## src/rtl/riscv_pkg.sv

```systemverilog
// ============================================================================
// riscv_pkg : instruction-type codes, commit FSM states, writeback classifier
// Rev 1.0
// ============================================================================
`default_nettype none

package riscv_pkg;

  localparam logic [3:0] ITYPE_ALU     = 4'd0;
  localparam logic [3:0] ITYPE_ALU_IMM = 4'd1;
  localparam logic [3:0] ITYPE_LOAD    = 4'd2;
  localparam logic [3:0] ITYPE_STORE   = 4'd3;
  localparam logic [3:0] ITYPE_BRANCH  = 4'd4;
  localparam logic [3:0] ITYPE_JAL     = 4'd5;
  localparam logic [3:0] ITYPE_JALR    = 4'd6;
  localparam logic [3:0] ITYPE_SYSTEM  = 4'd7;

  typedef enum logic [1:0] {
    RUN     = 2'd0,
    ST_WAIT = 2'd1,
    FLUSH   = 2'd2
  } commit_state_e;

  function automatic logic is_writeback(input logic [3:0] itype);
    return (itype == ITYPE_ALU)  || (itype == ITYPE_ALU_IMM) ||
           (itype == ITYPE_LOAD) || (itype == ITYPE_JAL)     ||
           (itype == ITYPE_JALR);
  endfunction

endpackage

`default_nettype wire

```

## src/rtl/commit_ctrl_if.sv

```systemverilog
// ============================================================================
// commit_ctrl_if : ROB head / regfile / LSU / fetch-redirect signal bundle
// Rev 1.0
// ============================================================================
`default_nettype none

interface commit_ctrl_if #(
  parameter int XLEN = 32
);
  logic            head_valid;
  logic            head_done;
  logic            head_exc;
  logic [3:0]      head_itype;
  logic [4:0]      head_rd;
  logic [XLEN-1:0] head_result;
  logic            rob_pop;
  logic            rf_we;
  logic [4:0]      rf_waddr;
  logic [XLEN-1:0] rf_wdata;
  logic            st_commit_req;
  logic            st_commit_ack;
  logic            flush;
  logic [XLEN-1:0] redirect_pc;

  // master: the commit controller
  modport master (
    input  head_valid, head_done, head_exc, head_itype, head_rd, head_result,
    input  st_commit_ack,
    output rob_pop, rf_we, rf_waddr, rf_wdata, st_commit_req, flush, redirect_pc
  );

  // slave: ROB, regfile, LSU and fetch as seen together
  modport slave (
    output head_valid, head_done, head_exc, head_itype, head_rd, head_result,
    output st_commit_ack,
    input  rob_pop, rf_we, rf_waddr, rf_wdata, st_commit_req, flush, redirect_pc
  );
endinterface

`default_nettype wire

```

## src/rtl/commit_ctrl.sv

```systemverilog
// ============================================================================
// commit_ctrl : in-order single-retire sequencer from ROB head to regfile/LSU
// Rev 1.0
// ============================================================================
`default_nettype none

module commit_ctrl
  import riscv_pkg::*;
#(
  parameter int          XLEN         = 32,
  parameter logic [31:0] TRAP_VEC     = 32'h0000_0100,
  parameter int          FLUSH_CYCLES = 2,
  parameter int          CNT_W        = 32
) (
  input  wire logic             clk,
  input  wire logic             rst_n,
  commit_ctrl_if.master         bus,
  output logic [CNT_W-1:0]      retire_count,
  output logic                  busy
);

  localparam int FC_W = (FLUSH_CYCLES > 1) ? $clog2(FLUSH_CYCLES) : 1;

  commit_state_e   state_q, state_d;
  logic [FC_W-1:0] flush_cnt_q, flush_cnt_d;
  logic            rf_we_q, rf_we_d;
  logic [4:0]      rf_waddr_q, rf_waddr_d;
  logic [XLEN-1:0] rf_wdata_q, rf_wdata_d;
  logic            st_req_q, st_req_d;
  logic            flush_q, flush_d;
  logic [XLEN-1:0] redirect_pc_q, redirect_pc_d;
  logic [CNT_W-1:0] retire_count_q, retire_count_d;
  logic            rob_pop;
  logic            ready;

  assign ready = bus.head_valid & bus.head_done;

  always_comb begin
    state_d        = state_q;
    flush_cnt_d    = flush_cnt_q;
    rf_we_d        = 1'b0;
    rf_waddr_d     = rf_waddr_q;
    rf_wdata_d     = rf_wdata_q;
    st_req_d       = st_req_q;
    flush_d        = 1'b0;
    redirect_pc_d  = redirect_pc_q;
    retire_count_d = retire_count_q;
    rob_pop        = 1'b0;

    case (state_q)
      RUN: begin
        if (ready && bus.head_exc) begin
          // Exceptions do not pop: the flush discards the whole ROB
          flush_d       = 1'b1;
          redirect_pc_d = XLEN'(TRAP_VEC);
          flush_cnt_d   = FC_W'(FLUSH_CYCLES - 1);
          state_d       = FLUSH;
        end else if (ready && bus.head_itype == ITYPE_STORE) begin
          st_req_d = 1'b1;
          state_d  = ST_WAIT;
        end else if (ready) begin
          rob_pop        = 1'b1;
          retire_count_d = retire_count_q + CNT_W'(1);
          if (is_writeback(bus.head_itype) && bus.head_rd != 5'd0) begin
            rf_we_d    = 1'b1;
            rf_waddr_d = bus.head_rd;
            rf_wdata_d = bus.head_result;
          end
        end
      end
      ST_WAIT: begin
        if (bus.st_commit_ack) begin
          rob_pop        = 1'b1;
          st_req_d       = 1'b0;
          retire_count_d = retire_count_q + CNT_W'(1);
          state_d        = RUN;
        end
      end
      FLUSH: begin
        if (flush_cnt_q == '0) state_d = RUN;
        else                   flush_cnt_d = flush_cnt_q - FC_W'(1);
      end
      default: state_d = RUN;
    endcase
  end

  always_ff @(posedge clk or negedge rst_n) begin
    if (!rst_n) begin
      state_q        <= RUN;
      flush_cnt_q    <= '0;
      rf_we_q        <= 1'b0;
      rf_waddr_q     <= '0;
      rf_wdata_q     <= '0;
      st_req_q       <= 1'b0;
      flush_q        <= 1'b0;
      redirect_pc_q  <= '0;
      retire_count_q <= '0;
    end else begin
      state_q        <= state_d;
      flush_cnt_q    <= flush_cnt_d;
      rf_we_q        <= rf_we_d;
      rf_waddr_q     <= rf_waddr_d;
      rf_wdata_q     <= rf_wdata_d;
      st_req_q       <= st_req_d;
      flush_q        <= flush_d;
      redirect_pc_q  <= redirect_pc_d;
      retire_count_q <= retire_count_d;
    end
  end

  assign bus.rob_pop       = rob_pop;
  assign bus.rf_we         = rf_we_q;
  assign bus.rf_waddr      = rf_waddr_q;
  assign bus.rf_wdata      = rf_wdata_q;
  assign bus.st_commit_req = st_req_q;
  assign bus.flush         = flush_q;
  assign bus.redirect_pc   = redirect_pc_q;
  assign retire_count      = retire_count_q;
  assign busy              = (state_q != RUN);

endmodule

`default_nettype wire

```

## src/flat_wrapper.sv

```systemverilog
// flat-port wrapper written by rule: the top's interface ports become plain ports
module commit_ctrl_flat import riscv_pkg::*;
#(
  parameter int          XLEN         = 32,
  parameter logic [31:0] TRAP_VEC     = 32'h0000_0100,
  parameter int          FLUSH_CYCLES = 2,
  parameter int          CNT_W        = 32
)
  (clk, rst_n, retire_count, busy, bus_head_valid, bus_head_done, bus_head_exc, bus_head_itype, bus_head_rd, bus_head_result, bus_st_commit_ack, bus_rob_pop, bus_rf_we, bus_rf_waddr, bus_rf_wdata, bus_st_commit_req, bus_flush, bus_redirect_pc);
  commit_ctrl_if #(.XLEN(XLEN)) bus_i ();
  input  wire logic clk;
  input  wire logic rst_n;
  output logic [CNT_W-1:0] retire_count;
  output logic busy;
  input wire logic [$bits(bus_i.head_valid)-1:0] bus_head_valid;
  input wire logic [$bits(bus_i.head_done)-1:0] bus_head_done;
  input wire logic [$bits(bus_i.head_exc)-1:0] bus_head_exc;
  input wire logic [$bits(bus_i.head_itype)-1:0] bus_head_itype;
  input wire logic [$bits(bus_i.head_rd)-1:0] bus_head_rd;
  input wire logic [$bits(bus_i.head_result)-1:0] bus_head_result;
  input wire logic [$bits(bus_i.st_commit_ack)-1:0] bus_st_commit_ack;
  output wire logic [$bits(bus_i.rob_pop)-1:0] bus_rob_pop;
  output wire logic [$bits(bus_i.rf_we)-1:0] bus_rf_we;
  output wire logic [$bits(bus_i.rf_waddr)-1:0] bus_rf_waddr;
  output wire logic [$bits(bus_i.rf_wdata)-1:0] bus_rf_wdata;
  output wire logic [$bits(bus_i.st_commit_req)-1:0] bus_st_commit_req;
  output wire logic [$bits(bus_i.flush)-1:0] bus_flush;
  output wire logic [$bits(bus_i.redirect_pc)-1:0] bus_redirect_pc;
  assign bus_i.head_valid = bus_head_valid;
  assign bus_i.head_done = bus_head_done;
  assign bus_i.head_exc = bus_head_exc;
  assign bus_i.head_itype = bus_head_itype;
  assign bus_i.head_rd = bus_head_rd;
  assign bus_i.head_result = bus_head_result;
  assign bus_i.st_commit_ack = bus_st_commit_ack;
  assign bus_rob_pop = bus_i.rob_pop;
  assign bus_rf_we = bus_i.rf_we;
  assign bus_rf_waddr = bus_i.rf_waddr;
  assign bus_rf_wdata = bus_i.rf_wdata;
  assign bus_st_commit_req = bus_i.st_commit_req;
  assign bus_flush = bus_i.flush;
  assign bus_redirect_pc = bus_i.redirect_pc;
  commit_ctrl #(.XLEN(XLEN), .TRAP_VEC(TRAP_VEC), .FLUSH_CYCLES(FLUSH_CYCLES), .CNT_W(CNT_W)) u_core (.clk(clk), .rst_n(rst_n), .bus(bus_i), .retire_count(retire_count), .busy(busy));
endmodule
```

## config.mk

```make
export PLATFORM = sky130hd
export DESIGN_NAME = commit_ctrl_flat
export DESIGN_NICKNAME = d
export VERILOG_FILES = /design/src/rtl/riscv_pkg.sv /design/src/rtl/commit_ctrl_if.sv /design/src/rtl/commit_ctrl.sv /design/src/flat_wrapper.sv
export SDC_FILE = /design/constraint.sdc
export NUM_CORES = 1
export LEC_CHECK = 0
export CAP_MARGIN = 20
export CELL_PAD_IN_SITES_DETAIL_PLACEMENT = 1
export CELL_PAD_IN_SITES_GLOBAL_PLACEMENT = 2
export CORE_UTILIZATION = 41
export CTS_BUF_LIST = sky130_fd_sc_hd__clkbuf_16
export DETAILED_ROUTE_END_ITERATION = 8
export DONT_BUFFER_PORTS = 1
export PLACE_DENSITY_LB_ADDON = 0.12
export SYNTH_ARGS = -nofsm -noshare
export SYNTH_HDL_FRONTEND = slang
export SYNTH_SLANG_ARGS = --single-unit
```

## constraint.sdc

```tcl
create_clock -name clk -period 3.8 [get_ports clk]
set_input_delay 0.38 -clock clk [delete_from_list [all_inputs] [get_ports clk]]
set_output_delay 0.38 -clock clk [all_outputs]
set_load 0.1 [all_outputs]
```

* Word level (Yosys, flattened, before mapping) *
Index checks and enable logic that the tools add are counted.

word-level totals
  output and inout port bits = 106
  logic and storage cells = 77
  register bits = 76
  input port bits = 47

operators by class
  $add $sub $neg = 2
  bitwise gates (word level) = 3
  muxes and demuxes = 29
  reduce and logical (&&, ||, !) cells = 19
  equal/unequal tests = 15

operator list
  kind                   number
  $mux 32                4
  $pmux 32 s2            1
  $add 32x1->32 const B  1
  $mux 1                 16
  $reduce_and 5->1       2
  $eq 4x2->1 const B     2
  $eq 4x3->1 const B     2
  $mux 2                 4
  $ne 2x2->1 const B     4
  $ne 2x1->1 const B     3
  $pmux 1 s2             3
  $pmux 2 s3             1
  $reduce_bool 2->1      3
  $reduce_bool 5->1      1
  $eq 4x1->1 const B     1
  $logic_not 4->1        1
  $logic_or 1x1->1       4
  $reduce_and 2->1       2
  $reduce_and 4->1       1
  $logic_and 1x1->1      3
  $ne 3x1->1 const B     1
  $reduce_and 3->1       1
  $eq 2x1->1 const B     1
  $eq 2x2->1 const B     1
  4 further kinds        5

* Logic depth before layout (Yosys ltp) *
Gate-level depths: netlist of run 1.

  depth after elaboration = 11
  depth in mapped cells = 7
  mapped depth without buffers = 5

* Least setup slack after synthesis of run 1 *
OpenSTA, ideal clock, no wires.

  path kind = input port to flip-flop
  start point = input bus_head_itype[2]
  end point = register u_core.retire_count_q[5], in the netlist u_core.retire_count[5]
  path buffers = 0
  data arrival time = 2,397 ps
  cell stages on the path = 5
  library setup time = 158 ps
  required time = 3,642 ps
  path slack = 1,245 ps
  cells stage by stage = and4bb_2 o31ai_4 and3_1 nand4_1 xnor2_1

between the ends
  cells in the longest elaborated chain, start to end = 4

ends and longest elaborated chain
  element                     line                RTL
  from (decl)                 flat_wrapper.sv:18  input wire logic [$bits(bus_i.head_itype)-1:0] bus_head_itype;
  $eq 4x2->1                  commit_ctrl.sv:58   end else if (ready && bus.head_itype == ITYPE_STORE) begin
  $logic_and 1x1->1           commit_ctrl.sv:58
  $ne 2x2->1 (no line)        --
  $reduce_and 5->1 (no line)  --
  to (signal assigned)        commit_ctrl.sv:107  retire_count_q <= retire_count_d;
  to (decl)                   commit_ctrl.sv:32   logic [CNT_W-1:0] retire_count_q, retire_count_d;

No other way between the ends.
A chain may end at the register's enable or synchronous reset.

* Worst setup path in the final report of run 1 *
  start point = register u_core.retire_count_q[10], in the netlist u_core.retire_count[10]
  end point = register u_core.retire_count_q[31], in the netlist u_core.retire_count[31]

between the ends
  cells in the longest elaborated chain, start to end = 5
  elaborated cells on any way between the ends = 6
  those cells by class = 1 x add/sub; 5 x mux

ends and longest elaborated chain
  element          line                                  RTL
  $add 32x1->32 *  commit_ctrl.sv:63, commit_ctrl.sv:75
  $mux 32          commit_ctrl.sv:61                     end else if (ready) begin
  $mux 32          commit_ctrl.sv:58
  $mux 32          commit_ctrl.sv:52                     if (ready && bus.head_exc) begin
  $pmux 32 s2 *    commit_ctrl.sv:50                     case (state_q)

Mark *: on every way between the ends. The rest lies on a longest branch, timed or not. The select of a mux whose other input is x is not followed.

==> impl_metrics.tcl, run 1 <==
set metrics [dict create \
    status "finished, final reports clean" \
    yosysTopAreaCell "dfrtp_1" \
    num_antenna_cells 0 \
    areaGrowthSynthToFinish_pct 16.65 \
    cts_max_path_buffers 2 \
    hold_path.class "input pin to flip-flop" \
    ys.flop_type "dfrtp_1" \
    grt_max_degree 77 \
    post-place-ws_ns 1.409 \
    die_y_um 93.33 \
    fin_crit_sh_pct 61.73 \
    final_nets 353 \
    required_ns 3.97 \
    grt_pass1_vias 2065 \
    ff_latch_area_um2 1902 \
    worstMarginPinSlew_ns 1.014 \
    finalCriticalPeriod_ns 2.346 \
    drtIter0Drc 66 \
    initial_core_util_pct 43.35 \
    worst-path-buf-inv 1 \
    cts-root-buf "clkbuf_16" \
    seq_area_frac_synth_pct 55.62 \
    syn_inst 270 \
    clk_pin_slew_ns 0.06 \
    final-hold-violation-count 0 \
    antenna_found_initial 0 \
    finalSetupViolCount 0 \
    power_density_nw_per_um2 873.7 \
    drc 0 \
    die_w_um 93.33 \
    synth_top_area_share_pct 55.62 \
    cp-start-kind "flip-flop" \
    synth_area_um2 3420 \
    place_congestion 0.6795 \
    path_max_fanout 6 \
    slew_headroom_pct 32.40 \
    cts_sinks 76 \
    async_flop_share_pct 100.0 \
    gr-total-overflow 0 \
    ios 153 \
    drv_cap 0 \
    ctsResizeCount 0 \
    clock_latency_ns 0.33 \
    fmax_mhz 426.3 \
    coreArea_um2 7888 \
    drt_pre_antenna_iters 4 \
    irDropWorstVdd_mv 0.4295 \
    via_count 2048 \
    finalWorstSetupSlack_ns 1.454 \
    drive_above_1_share_pct 29.68 \
    cts_buffers 9 \
    layout_common_cells "76 x dfrtp_1, 38 x mux2_2, 31 x conb_1" \
    cp_top_family "simple AND/OR/NAND/NOR gates" \
    routed_wl_um 7112 \
    yosys-top-cells-area "dfrtp_1 56%, mux2_2 13%, buf_4 7.0%, xnor2_1 4.4%, xor2_1 3.6%" \
    power.static_leakage_nw 1.845 \
    finalClockSkew_ns 0.007741 \
    cp_cell_sequence "buf_4 -> nand4_1 -> nor4_1 -> nand3_1 -> nor4_2 -> xor2_1" \
    slew_violations 0 \
    yosys_warnings 0 \
    rows 32 \
    synth-edff-count 0 \
    htreeDepth 3 \
    vias_per_cell 4.971 \
    syn_area_per_cell_um2 12.66 \
    slowest_stage "nor4_1" \
    endpoint_kind "flip-flop" \
    fin_tns_setup_ns 0 \
    critPathMaxStageDelay_ns 0.55 \
    ys_seq_elements 76 \
    die_area_um2 8710 \
    grt_pass1_wl_um 11380 \
    worstSetupPathType "flip-flop to flip-flop" \
    dp_hpwl_um 5106 \
    postCtsSetupBuffers 0 \
    synth.distinct_cells 34 \
    ant_nets 0 \
    crit_arrival_ns 2.52 \
    track_usage_pct 17.33 \
    rsz0062_at_grt "no" \
    io_buffer_count 0 \
    cts_tree "yes" \
    fillers 812 \
    multiInputGateArea_um2 1331 \
    final_common_cell "dfrtp_1" \
    wire_per_inst_um 17.26 \
]
## power by group
part	switching, W	total (W)	internal (W)	leakage [nW]
Combinational	0.000450	0.000611	0.000161	0.748
Sequential	0.00102	0.00196	0.000938	0.944
Clock	0.000340	0.000918	0.000578	0.152
## synthesized netlist by cell type (3+ instances only)
library cell   n
nand4_1       10
dfrtp_1       76
xor2_1        14
xnor2_1       17
nor3_1        14
nand2_1       12
buf_2          3
buf_4         32
inv_1         10
nor2_1         9
nand3_1        8
mux2_2        38
## layer usage
layer,track usage (%),vias to the layer above,share of wire [%]
met1,21.84,1020,43
met4,6.154,0,0.59
met2,27.02,96,47
li1,-,930,-
met3,6.829,2,9.3
met5,0,-,0
## worst paths after layout
check                      cells after the start                                  end                                start  slack (ns)
min reg2reg                                    2        u_core.state_q[1]$_DFFE_PN0P_       u_core.flush_cnt_q$_DFFE_PN0P_        0.52
min in group asynchronous                      2  u_core.bus.rf_wdata[12]$_DFFE_PN0P_                                rst_n        0.61
max reg2reg                                    6  u_core.retire_count[31]$_DFFE_PN0P_  u_core.retire_count[10]$_DFFE_PN0P_        1.45
min                                            1  u_core.bus.rf_wdata[30]$_DFFE_PN0P_                  bus_head_result[30]        0.20
max                                            6  u_core.retire_count[31]$_DFFE_PN0P_  u_core.retire_count[10]$_DFFE_PN0P_        1.45
max in group asynchronous                      2   u_core.retire_count[1]$_DFFE_PN0P_                                rst_n        2.88
## worst register-to-register path, delay by kind of cell (launching register included)
| family | cells | cell delay [ns] |
|---|---|---|
| xor+xnor | 1 | 0.10 |
| buf+inv | 1 | 0.31 |
| flops | 1 | 0.33 |
| simple gates | 4 | 1.46 |
## area by class of cell
class	count	area share (%)
timing repair buffer	30	6.713
tap	102	3.199
clock inverter	7	2.447
clock buffer	9	5.646
inverter	10	0.9410
sequential	76	47.68
multi-input combinational	178	33.38
## per-stage QoR
stage / hold WS [ns] / instances / total power (W) / util [%] / area [µm²]
2_1_floorplan: 0.08441 / 300 / 0.002482 / - / 3532
3_3_place_gp: 0.08627 / 394 / 0.002555 / 46.00 / 3628
3_5_place_dp: 0.08614 / 394 / 0.002572 / 46.00 / 3628
4_1_cts: 0.1847 / 412 / 0.003523 / 50.57 / 3989
5_1_grt: 0.1837 / 412 / 0.003604 / 50.57 / 3989
6_report: 0.1998 / 412 / 0.003485 / 50.57 / 3989
## cells by family after synthesis
| logic type | Yosys count | share of synthesized area (%) |
|---|---|---|
| compound gates | 6 | 1.573 |
| simple gates | 71 | 12.99 |
| other cells | 1 | 0.1097 |
| mux | 38 | 12.51 |
| buf+inv | 46 | 8.891 |
| xor+xnor | 31 | 7.940 |
| fa+ha+maj | 1 | 0.3658 |
| flops | 76 | 55.62 |
## sequential cells by signal (all words and copies together) (netlist names)
name	cells
u_core.bus.rf_wdata	32
u_core.bus.rf_we	1
u_core.flush_cnt_q	1
u_core.bus.redirect_pc	1
u_core.retire_count	32
u_core.bus.flush	1
u_core.bus.rf_waddr	5
u_core.state_q	2
u_core.bus.st_commit_req	1
## timing repair
item / CTS / global route
hold buffers: 2 / 0
endpoints found under the setup margin: 0 / 0
endpoints found under the hold margin: 76 / 0
Power figures use the tool's default switching activity.
==> run 2, diff against run 1 <==
Settings changed: CORE_UTILIZATION 41 to 38.
Clock period 3.8 ns to 2.25 ns, I/O delays scaled along.
==> run 2 against run 1 <==
Against the previous run: first-iteration DRC count fell by 48%; global-route usage down 1.5 points; sequential share of layout area fell by 1.5 points; register-to-register slack lost 1.2 ns; count of clock-buffer cells in the layout unchanged; largest power group unchanged; critical path depth decreased by 3; non-clock buffer count increased by 15; utilization is 3.0 points lower; sequential cell count unchanged; combinational power increased by 73%; setup slack got worse by 1.3 ns; largest cell class unchanged; routed wire length decreased by 0.86%; highest routed layer unchanged.
==> impl_metrics.tcl, run 2 (same netlist as run 1, synthesis figures left out) <==
set metrics [dict create \
    utilization_pct 47.59 \
    ant_nets 0 \
    fmax_mhz 481.5 \
    slowest_stage "o31ai_4" \
    htreeDepth 3 \
    rows 34 \
    place_congestion 0.7589 \
    coreArea_um2 8721 \
    grt_max_degree 77 \
    fillers 913 \
    slew_headroom_pct 39.05 \
    cts_max_path_buffers 2 \
    wire_per_inst_um 16.28 \
    die_w_um 96.86 \
    worst-path-buf-inv 1 \
    hold_start "bus_head_result[8]" \
    hold_path.class "input pin to flip-flop" \
    slew_violations 0 \
    final_nets 368 \
    critPathLaunch "u_core.state_q[0]$_DFFE_PN0P_" \
    gr-total-overflow 0 \
    irDropWorstVdd_mv 0.8938 \
    regToRegStartpoint "u_core.retire_count[9]$_DFFE_PN0P_" \
    finalClockSkew_ns 0.007801 \
    grt_pass1_wl_um 11600 \
    vias_per_cell 4.838 \
    fin_crit_sh_pct 92.30 \
    finalCriticalPeriod_ns 2.077 \
    crit_arrival_ns 1.85 \
    clock_latency_ns 0.33 \
    fin_tns_setup_ns 0 \
    cts_tree "yes" \
    track_usage_pct 15.87 \
    cts_buffers 9 \
    drv_cap 0 \
    drt_pre_antenna_iters 4 \
    critPathMaxStageDelay_ns 0.43 \
    die_area_um2 9382 \
    cp-start-kind "flip-flop" \
    drtIter0Drc 34 \
    reg2reg_slack_ns 0.26 \
    status "finished, final reports clean" \
    dp_hpwl_um 5310 \
    required_ns 2.03 \
    io_buffer_count 0 \
    grt_pass1_vias 2171 \
    initial_core_util_pct 39.21 \
    routed_wl_um 7051 \
    clk_pin_slew_ns 0.06 \
    path_max_fanout 6 \
    drive_above_1_share_pct 39.38 \
    cp_top_family "compound AO/OA/AOI/OAI gates" \
    layout_common_cells "64 x dfrtp_1, 42 x buf_4, 38 x mux2_2" \
    num_antenna_cells 0 \
    worstSetupPathType "flip-flop to primary output" \
    via_count 2095 \
    die_y_um 96.86 \
    rsz0062_at_grt "no" \
    power.static_leakage_nw 1.901 \
    final-hold-violation-count 0 \
    finalSetupViolCount 0 \
    worstMarginPinSlew_ns 0.9142 \
    drc 0 \
    final_common_cell "dfrtp_1" \
    antenna_found_initial 0 \
    ios 153 \
    areaGrowthSynthToFinish_pct 21.37 \
    cp_cell_sequence "nand4bb_4 -> o31ai_4 -> buf_4" \
    power_density_nw_per_um2 1355 \
    endpoint_kind "primary output" \
    cts-root-buf "clkbuf_16" \
    postCtsSetupBuffers 0 \
    cts_sinks 76 \
]
run 2: cell count changes in the layout (fill, tap and decap cells not counted), sizes merged:
| cell | before | now |
|---|---|---|
| bufinv | 2 | 0 |
| clkinvlp | 2 | 4 |
| buf | 29 | 44 |
run 2: cell type report:
type                    instances  area (µm²)  share of cell area [%]
clock buffers                   9       225.2                   5.427
clock inverters                 7       46.29                   1.115
inverters                      10       37.54                  0.9044
multi-input cells             178        1416                   34.13
flip-flops and latches         76        1917                   46.19
well taps                     108       135.1                   3.256
repair buffers                 45       372.9                   8.984
run 2: worst reg2reg max path, stage by stage, from the launching register on:
cell and delay [ns]:
dfrtp_2 0.36, nand4_1 0.18, nor4_1 0.58, nor4b_2 0.43, nand4_1 0.17, xnor2_1 0.15
run 2: power breakdown:
part | internal [W] | switching [W] | leakage, nW
Clock | 0.000739 | 0.000542 | 0.126
Sequential | 0.00159 | 0.00169 | 0.927
Combinational | 0.000281 | 0.000782 | 0.847
run 2: final timing paths:
check                                                      end  cells past startpoint
max                                                bus_rob_pop                      3
min                         u_core.bus.rf_wdata[8]$_DFFE_PN0P_                      1
min in group asynchronous   u_core.bus.rf_wdata[0]$_DFFE_PN0P_                      2
min reg2reg                      u_core.state_q[1]$_DFFE_PN0P_                      2
max in group asynchronous  u_core.retire_count[12]$_DFFE_PN0P_                      2
max reg2reg                u_core.retire_count[25]$_DFFE_PN0P_                      5
run 2: repair_timing:
action	4_1_cts	5_1_grt
hold endpoints to repair	76	0
setup endpoints to repair	0	5
gates resized for setup	0	1
hold buffers	2	0
run 2: metal layers:
metal,track usage [%],part of all wire (%)
met1,19.74,42
met2,25.14,49
met3,5.708,7.6
met4,6.200,1.0
met5,0,0
run 2: metrics by stage:
step | cell area [µm²] | power, W | hold slack (ns) | instances | setup slack [ns]
2_1_floorplan | 3636 | 0.004204 | -0.07059 | 300 | -0.2851
3_3_place_gp | 3836 | 0.004331 | -0.06916 | 415 | 0.1782
3_5_place_dp | 3836 | 0.004350 | -0.06919 | 415 | 0.1514
4_1_cts | 4145 | 0.005686 | 0.03173 | 433 | 0.1337
5_1_grt | 4150 | 0.005810 | 0.02821 | 433 | 0.03925
6_report | 4150 | 0.005623 | 0.04595 | 433 | 0.1733
